<file path="config.mk">
export PLATFORM = sky130hd
export DESIGN_NAME = rr_arbiter_quantum
export DESIGN_NICKNAME = d
export VERILOG_FILES = /design/src/rtl/rr_arbiter_quantum.sv
export SDC_FILE = /design/constraint.sdc
export NUM_CORES = 1
export LEC_CHECK = 0
export CORE_MARGIN = 1
export CORE_UTILIZATION = 58
export DETAILED_ROUTE_END_ITERATION = 8
export PLACE_DENSITY_LB_ADDON = 0.05
export SLEW_MARGIN = 20
export SYNTH_ARGS = -nofsm -noshare
export SYNTH_HDL_FRONTEND = slang
export SYNTH_SLANG_ARGS = --single-unit
</file>
<file path="constraint.sdc">
create_clock -name clk -period 7.03 [get_ports clk]
set_input_delay 1.0545 -clock clk [delete_from_list [all_inputs] [get_ports clk]]
set_output_delay 1.0545 -clock clk [all_outputs]
set_load 0.01 [all_outputs]
</file>
<file path="src/rtl/rr_arbiter_quantum.sv">
// Round-robin arbiter with a per-ownership quantum and a per-requester lock override.
// Latency: 1 cycle from request (while idle) to registered grant; all outputs are registered.
// Backpressure: none. Requesters hold req until granted; lock[owner] extends ownership past the quantum.
//
// Ports:
//   clk         rising-edge clock
//   reset_n     synchronous active-low reset
//   req         level-sensitive request lines, one per requester
//   lock        lock[i] keeps ownership past the quantum while i owns the grant
//   grant       registered one-hot grant, all-zero when idle
//   grant_valid OR of grant
//   grant_idx   encoded owner index, holds its last value while idle
//   handover    one-cycle pulse in the first cycle of a grant to a new owner
module rr_arbiter_quantum #(
  parameter int NUM_REQ = 4,
  parameter int QUANTUM = 4,
  parameter int IDX_W   = $clog2(NUM_REQ),
  parameter int CNT_W   = $clog2(QUANTUM + 1)
) (
  input  logic               clk,
  input  logic               reset_n,
  input  logic [NUM_REQ-1:0] req,
  input  logic [NUM_REQ-1:0] lock,
  output logic [NUM_REQ-1:0] grant,
  output logic               grant_valid,
  output logic [IDX_W-1:0]   grant_idx,
  output logic               handover
);

  localparam logic [0:0]       ST_IDLE = 1'b0;
  localparam logic [0:0]       ST_OWN  = 1'b1;
  localparam logic [CNT_W-1:0] CNT_ONE = CNT_W'(1);
  localparam logic [CNT_W-1:0] CNT_MAX = CNT_W'(QUANTUM);

  logic [0:0]         state, state_nxt;
  logic [IDX_W-1:0]   ptr, ptr_nxt;
  logic [CNT_W-1:0]   cnt, cnt_nxt;
  logic [IDX_W-1:0]   idx_nxt;
  logic [NUM_REQ-1:0] grant_nxt;
  logic               handover_nxt;
  logic [IDX_W-1:0]   pick_ptr;
  logic [IDX_W-1:0]   pick_after;

  function automatic logic [IDX_W-1:0] inc_idx(input logic [IDX_W-1:0] i);
    if (i == IDX_W'(NUM_REQ - 1)) return '0;
    return i + IDX_W'(1);
  endfunction

  // First set bit of mask scanning upward from start, wrapping at NUM_REQ.
  function automatic logic [IDX_W-1:0] pick(input logic [IDX_W-1:0] start,
                                            input logic [NUM_REQ-1:0] mask);
    logic [IDX_W-1:0] res;
    logic             found;
    int               idx;
    res   = '0;
    found = 1'b0;
    for (int k = 0; k < NUM_REQ; k++) begin
      idx = int'(start) + k;
      if (idx >= NUM_REQ) idx = idx - NUM_REQ;
      if (!found && mask[idx]) begin
        found = 1'b1;
        res   = idx[IDX_W-1:0];
      end
    end
    return res;
  endfunction

  assign pick_ptr   = pick(ptr, req);
  // Scanning from owner+1 puts the current owner last, so it only wins
  // again when it is the sole requester.
  assign pick_after = pick(inc_idx(grant_idx), req);

  always_comb begin
    state_nxt    = state;
    ptr_nxt      = ptr;
    cnt_nxt      = cnt;
    idx_nxt      = grant_idx;
    grant_nxt    = grant;
    handover_nxt = 1'b0;
    case (state)
      ST_IDLE: begin
        if (|req) begin
          state_nxt    = ST_OWN;
          idx_nxt      = pick_ptr;
          grant_nxt    = NUM_REQ'(1) << pick_ptr;
          cnt_nxt      = CNT_ONE;
          handover_nxt = 1'b1;
          ptr_nxt      = inc_idx(pick_ptr);
        end
      end
      ST_OWN: begin
        if (!req[grant_idx]) begin
          if (|req) begin
            idx_nxt      = pick_after;
            grant_nxt    = NUM_REQ'(1) << pick_after;
            cnt_nxt      = CNT_ONE;
            handover_nxt = 1'b1;
            ptr_nxt      = inc_idx(pick_after);
          end else begin
            state_nxt = ST_IDLE;
            grant_nxt = '0;
            cnt_nxt   = '0;
          end
        end else if (lock[grant_idx]) begin
          // Locked owner keeps counting but saturates, so a later unlock
          // expires immediately.
          if (cnt < CNT_MAX) cnt_nxt = cnt + CNT_ONE;
        end else if (cnt < CNT_MAX) begin
          cnt_nxt = cnt + CNT_ONE;
        end else begin
          // Quantum expired; a sole requester is re-granted without a gap.
          idx_nxt      = pick_after;
          grant_nxt    = NUM_REQ'(1) << pick_after;
          cnt_nxt      = CNT_ONE;
          handover_nxt = (pick_after != grant_idx);
          ptr_nxt      = inc_idx(pick_after);
        end
      end
      default: begin
        state_nxt = ST_IDLE;
        grant_nxt = '0;
        cnt_nxt   = '0;
      end
    endcase
  end

  always_ff @(posedge clk) begin
    if (!reset_n) begin
      state     <= ST_IDLE;
      ptr       <= '0;
      cnt       <= '0;
      grant     <= '0;
      grant_idx <= '0;
      handover  <= 1'b0;
    end else begin
      state     <= state_nxt;
      ptr       <= ptr_nxt;
      cnt       <= cnt_nxt;
      grant     <= grant_nxt;
      grant_idx <= idx_nxt;
      handover  <= handover_nxt;
    end
  end

  assign grant_valid = |grant;

endmodule

</file>
After elaboration in Yosys (flattened, before gate mapping)

Index checks and enable logic that the tools add are counted.

Bits in registers: 13
Input port bits: 10
Output and inout port bits: 8
Word-level logic and storage cells: 172

$add $sub $neg: 18
Magnitude comparators: 18
Eq/ne operators: 9
Shift operators: 2
Mux-type cells: 101
Bitwise gates (word level): 1
Reduce and logical (&&, ||, !) cells: 17

Operators with widths:

| kind                  | count |
|---|---|
| $lt A32 B4 Y1 const B | 8 |
| $mux W32              | 8 |
| $mux W2               | 25 |
| $mux W1               | 42 |
| $sub A3 B3 Y4 const B | 6 |
| $bmux W1 S2           | 10 |
| $mux W4               | 5 |
| $ge A3 B3 Y1 const B  | 6 |
| $mux W3               | 5 |
| $add A2 B2 Y3 const B | 4 |
| $pmux W2 S2           | 2 |
| $pmux W4 S2           | 1 |
| $reduce_or A4 Y1      | 2 |
| $shl A1 B2 Y4 const A | 2 |
| $sub A2 B3 Y4 const B | 2 |
| $add A2 B1 Y2 const B | 3 |
| $add A2 B1 Y3 const B | 2 |
| $eq A2 B2 Y1 const B  | 3 |
| $ge A2 B3 Y1 const B  | 2 |
| $logic_and A1 B1 Y1   | 6 |
| $logic_not A1 Y1      | 6 |
| $ne A3 B3 Y1 const B  | 2 |
| $pmux W3 S2           | 1 |
| $ne A4 B3 Y1 const B  | 1 |
| 11 further kinds      | 12 |

Depth between registers and ports, before layout

Depth after elaboration: 29
Depth in mapped cells: 13
Gate-level depth less buffers: 11

Worst setup path after synthesis

Ideal clock, no wire load.

Path type: input-to-reg
Start: input port req[0]
End: register ptr[1]
Library setup time: 0.116 ns
Arrival time: 2.737 ns
Data required time: 6.914 ns
Slack: 4.177 ns
Stages on the path: 9
Path buffers: 1
Cell sequence: buf_2 mux4_2 a22o_1 o21ai_2 inv_1 ha_1 mux2i_1 nand2_1 o211a_1

Cells in the longest elaborated chain, start to end: 24
Elaborated cells on any way between the ends: 82
Those cells by class: 2 x add/sub; 6 x eq/ne; 60 x mux; 14 x reduce/logical

Ends and longest elaborated chain:

| element                                    | line | source |
|---|---|---|
| start: declaration                         | 22   | `input logic [NUM_REQ-1:0] req,` |
| $bmux W1 S2                                | 60   | `if (!found && mask[idx]) begin` |
| $mux W1 (not written as such) (2 in a row) | 60   |  |
| $mux W1                                    | 60   |  |
| $logic_not A1 Y1                           | 60   |  |
| $logic_and A1 B1 Y1                        | 60   |  |
| $mux W1                                    | 60   |  |
| $logic_not A1 Y1                           | 60   |  |
| $logic_and A1 B1 Y1                        | 60   |  |
| [7 not listed]                             | n/a  |  |
| $mux W1                                    | 104  | `end else if (lock[grant_idx]) begin` |
| $mux W1                                    | 92   | `if (!req[grant_idx]) begin` |
| $mux W1                                    | 80   | `case (state)` |
| $mux W2                                    | 46   | `return i + IDX_W'(1);` |
| $mux W2                                    | 108  | `end else if (cnt < CNT_MAX) begin` |
| $mux W2                                    | 104  |  |
| $mux W2                                    | 92   |  |
| $pmux W2 S2                                | 80   |  |
| end signal: assignment                     | 137  | `ptr <= ptr_nxt;` |
| end: declaration                           | 36   | `logic [IDX_W-1:0] ptr, ptr_nxt;` |

Several ways; a longest one is shown, not always the timed one. The select of a mux whose other input is x is not followed.
A chain may end at the register's enable or synchronous reset.

Final worst setup path

Start: input port req[1]
End: register ptr[1]

The elaborated chain is that of the path after synthesis.

==> metrics.txt <==
status finished, final reports clean; Detail Placement HPWL 2280 microns; initial core utilization 64.2%; sw frac 43.7%; TritonRoute pass-1 iters 4; routed wire length per instance 15.4 microns; reg2reg end ptr[1]; f_max 298 MHz; Tightest Pin Transition 0.745 ns; synth warn 0; Core Area 2040 sq um; CTS sink cnt 13; critical path cell sequence clkdlybuf4s50_1 > mux4_2 > a22o_1 > o21ai_2 > inv_1 > ha_1 > mux2i_1 > nand2_1 > o211a_1; post-route ant nets 0; Mean Syn Cell Area 8.20 sq um; Clk pin slew, worst setup/hold paths 0.07 ns; Final setup viols 0; largest cells by area after synthesis dfxtp_1 (20%), ha_1 (12%), mux4_2 (6.9%), nand3_1 (4.6%), inv_1 (4.3%); sequential fraction of the synthesis area 19.8%; Worst Path Required 7.20 ns; RSZ-0062 raised after global routing false; die height 49.5 microns; final WL 3040 microns; synthesized flop and latch total 13; HP Class reg -> reg; Post-route DRC 0; Comb power frac 61.3%; vias in the first global route 1264; Bufs on Longest Clock Path 2; Psw 0.184 mW; fillers 171; post-CTS resize count 0; I/O Buffers 17; H-tree depth 1; die area 2450 sq um; final non-filler cell area 1490 sq um; die width 49.5 microns; # hold bufs at CTS 0; I/O pin cnt 18; CP endpoint ptr[1]; FF-to-FF path depth 11; Startpoint Class input port; vias 1240; top cells by count, synth inv_1 (15), dfxtp_1 (13), ha_1 (13); reg2reg start grant_idx[0]; GRT Total Usage 28.3%; clock power share 11.2%; number of flops mapped to enable cells by yosys 0; max_cap viols 0; P&R area growth vs syn 13.5%; CP endpoint kind flip-flop; Post-synth ARST share 0%; initial antenna violation count 0; layout cells sized above 1 9.94%; final cell count without fillers 198; slowest stage delay, CP 0.66 ns; # rows 16; clk_lat worst skew 0.28 ns; Final Critical Period 3.36 ns; relative slew slack 49.9%; TritonCTS Buffers 3; crit path from req[1]; Placer Congestion 0.823; R2R setup slack 3.70 ns; WS Path Type in -> reg; Post-CTS Setup Repair Bufs 0; worst clock skew 0.00888 ns; CTS Root Cell clkbuf_4; CP max stage cell clkdlybuf4s50_1; top-count cell post-synth inv_1; DP Cell Count 194; top cell type's share of synthesized area 19.8%; static leakage 0.641 nW; Max IR drop VDD 0.187 mV; Period Utilization, post-route 47.8%; P per Cell Area 283 nW/um^2; grt total ovfl 0; Slew Limit Fails 0; CTS tree done; # nets final 195; post-synthesis cell area 1310 sq um; largest area contributor in the netlist dfxtp_1; critical path arrival 3.53 ns; Crit Path Max Fanout 15; Cell Int Power 0.237 mW; initial DRC count 23; Placement Cell Area 1460 sq um; Hold Violations, Final 0; share of power burned in registers 27.5%; main flop type after synthesis dfxtp_1; first-pass GRT wire length 5420 microns; vias per inst 6.26; largest net degree at the start of global routing 20; Post-Syn Nets 183; Cells after Synth 160; setup_tns 0 ns; Synth cell types 46; antenna diode count 0
cells by family (layout without fill, tap and decap cells):
kind of cell             after synthesis  count (layout)  synth area share (%)
XOR/XNOR                               2               2                  1.34
AND/OR/NAND/NOR                       52              52                  20.5
flip-flops                            13              13                  19.8
buffers and inverters                 26              37                  8.68
AO/OA/AOI/OAI                         44              44                  25.6
multiplexers                          10              10                  11.6
adder cells (fa/ha/maj)               13              13                  12.4
power groups by stage:
stage / clock, mW / sequential, mW / combinational [mW]
2_1_floorplan: 0 / 0.109 / 0.192
3_3_place_gp: 0 / 0.116 / 0.244
4_1_cts: 0.0493 / 0.115 / 0.256
3_5_place_dp: 0 / 0.117 / 0.255
6_report: 0.0473 / 0.116 / 0.258
5_1_grt: 0.0517 / 0.119 / 0.288
placed cells by master (no fill, tap or decap), types with 3 or more instances in the layout:
cell              n
a21oi_1           8
clkbuf_4          3
clkdlybuf4s50_1  17
dfxtp_1          13
ha_1             13
inv_1            15
mux2i_1           4
mux4_2            4
nand2_1           9
nand2b_1          8
nand3_1          12
nor2_1           12
nor2b_1           3
o211a_1           5
o21ai_0           5
o22ai_1           3
stage by stage:
| stage | worst slack (ns) | hold WS [ns] | total power, mW | util [%] |
|---|---|---|---|---|
| after floorplan | 4.18 | 0.442 | 0.301 | - |
| after global placement | 3.56 | 0.464 | 0.360 | 71.6 |
| after detailed placement | 3.43 | 0.507 | 0.372 | 71.6 |
| after CTS | 3.73 | 0.520 | 0.421 | 72.9 |
| after global routing | 3.42 | 0.552 | 0.459 | 72.9 |
| final | 3.67 | 0.524 | 0.421 | 72.9 |
how the worst min path moves through the flow:
stage | startpoint | endpoint | slack, ns | cells past startpoint
6_report | grant[3] | grant[3] | 0.52 | 1
5_1_grt | grant[1] | grant[1] | 0.55 | 1
4_1_cts | cnt[0] | cnt[0] | 0.52 | 2
3_5_place_dp | cnt[0] | cnt[0] | 0.51 | 2
3_3_place_gp | cnt[0] | cnt[0] | 0.46 | 2
2_1_floorplan | cnt[0] | cnt[0] | 0.44 | 2
flip-flops by register name, indices dropped and copies added, names as in the netlist:
register and cells:
state 1, cnt 3, grant_idx 2, handover 1
ptr 2, grant 4
area by class of cell:
type	count	area, sq um	area share [%]
clock buffer	4	26.3	1.77
inverter	16	60.1	4.04
sequential	13	260	17.5
tap	27	33.8	2.27
multi-input combinational	121	937	63.0
timing repair buffer	17	170	11.4
worst max-delay path: cells and delay by family:
| kind | cells | cell delay, ns |
|---|---|---|
| buf+inv | 2 | 0.77 |
| fa+ha+maj | 1 | 0.31 |
| mux | 2 | 0.76 |
| compound gates | 3 | 0.56 |
| simple gates | 1 | 0.07 |
metal layers:
layer,GRT usage [%],up-vias,share of wire (%)
li1,-,607,-
met1,34.6,579,46
met2,46.6,50,47
met3,7.10,4,6.1
met4,11.9,0,0.82
met5,0,-,0
Power figures use the tool's default switching activity.
==> patch: new RTL, config.mk and constraints unchanged <==
Change the parameter `QUANTUM` from 4 to 2.
--- a/src/rtl/rr_arbiter_quantum.sv
+++ b/src/rtl/rr_arbiter_quantum.sv
@@ -13,7 +13,7 @@
 //   handover    one-cycle pulse in the first cycle of a grant to a new owner
 module rr_arbiter_quantum #(
   parameter int NUM_REQ = 4,
-  parameter int QUANTUM = 4,
+  parameter int QUANTUM = 2,
   parameter int IDX_W   = $clog2(NUM_REQ),
   parameter int CNT_W   = $clog2(QUANTUM + 1)
 ) (
Behaviour: not the same (a bounded check fails within 4 cycles, from zero or initial values and one cycle with reset_n low).
==> patch against the unedited design <==
Setup slack gained 0.49 ns; sequential cell count decreased by 1; clock power up 17%; count of clock-buffer cells in the layout stayed put; critical path depth is 1 lower; design area decreased by 16%; cell count shrank 20%; power shrank 30%; routed wire length fell by 33%; first-iteration DRC count fell by 48%; utilization shrank 0.17 points; area after synthesis shrank 19%; critical path type unchanged; critical endpoint unchanged.
==> patch: results (changes against the unedited design) <==
clock_tree:
  post_cts_buffers: 0  # unchanged
synthesis:
  ys_top_cells_by_count: "dfxtp_1, ha_1, nand2_1"
  synth_cell_type_count: 40  # -13%
  synth_top_cells_by_area: "dfxtp_1, ha_1, mux2i_1, o211a_1, nand3_1"
  ys_seq_area_share_pct: 22.5  # +2.7 points
worst_setup_path:
  worstReg2RegEnd: "grant[1]"
  rr_worst_depth: 9  # -2
  reg2reg_slack_ns: 4.65  # +0.95 ns
  crit_arrival_ns: 3.09  # -0.44 ns
grt:
  grt_pass1_vias: 789  # -38%
  grt_pass1_wl_um: 3370  # -38%
  grt_util_met2_pct: 38.8  # -7.8 points
  grt_max_degree: 18  # -10%
  use_met3_pct: 4.80  # -2.3 points
  grtUsageTotal_pct: 23.0  # -5.3 points
  gr-usage-met1_pct: 29.3  # -5.3 points
layout:
  final_nets: 155  # -21%
  fill_cells: 153  # -11%
sta:
  worst_pin_slew_ns: 0.629  # -0.116 ns
  clock_skew_ns: 0.00716  # -0.00172 ns
power_and_ir_drop:
  ir_drop_mv: 0.145  # -23%
  swShare_pct: 37.7  # -6.0 points
  p_switching_uw: 112  # -39%
  seqPwrFrac_pct: 33.1  # +5.6 points
  pwr-share-clk_pct: 18.7  # +7.5 points
  leakagePower_nw: 0.538  # -16%
placed_design:
  place_congestion: 0.788  # -4.3%
route:
  routed_wl_um: 2030  # -33%
  via_per_inst: 5.60  # -11%
  first_iter_violations: 12  # -48%
outcome:
  status: "completed"
## patch: logic make-up after synthesis
family                   after synthesis  synth area share, %
AO/OA/AOI/OAI                         31                 24.4
flip-flops                            12                 22.5
XOR/XNOR                               3                 2.46
adder cells (fa/ha/maj)               10                 11.7
multiplexers                           8                 7.50
AND/OR/NAND/NOR                       43                 24.6
buffers and inverters                 14                 6.80
## patch: how the worst max path moves through the flow
stage,start,end,slack (ns),cells past startpoint
2_1_floorplan,req[0],ptr[1],4.55,8
3_3_place_gp,req[2],ptr[1],3.92,8
3_5_place_dp,req[2],ptr[1],3.86,8
4_1_cts,req[2],ptr[1],4.15,8
5_1_grt,req[2],ptr[1],3.97,8
6_report,req[2],ptr[1],4.17,8
## patch: final cells by class
type / count / area share, %
inverter: 6 / 1.79
clock buffer: 4 / 2.89
tap: 25 / 2.49
sequential: 12 / 19.1
timing repair buffer: 17 / 13.6
multi-input combinational: 95 / 60.1
## patch: layer usage
metal,vias up,routed length [um]
met5,-,0
met4,0,24
met3,5,75
met2,16,956
met1,404,974
li1,465,-
## patch: metrics by stage
| step | cell area (um2) | std cells | hold slack, ns |
|---|---|---|---|
| 2_1_floorplan | 1070 | 121 | 0.551 |
| 5_1_grt | 1250 | 159 | 0.539 |
| 4_1_cts | 1250 | 159 | 0.522 |
| 3_5_place_dp | 1220 | 155 | 0.504 |
| 6_report | 1250 | 159 | 0.516 |
| 3_3_place_gp | 1220 | 155 | 0.506 |
## patch: critical path: stages
cell	delay [ns]
clkdlybuf4s50_1	0.56
mux2i_1	0.20
nor2_1	0.06
nor3_1	0.45
inv_1	0.13
ha_1	0.31
o211ai_1	0.16
o211a_1	0.17
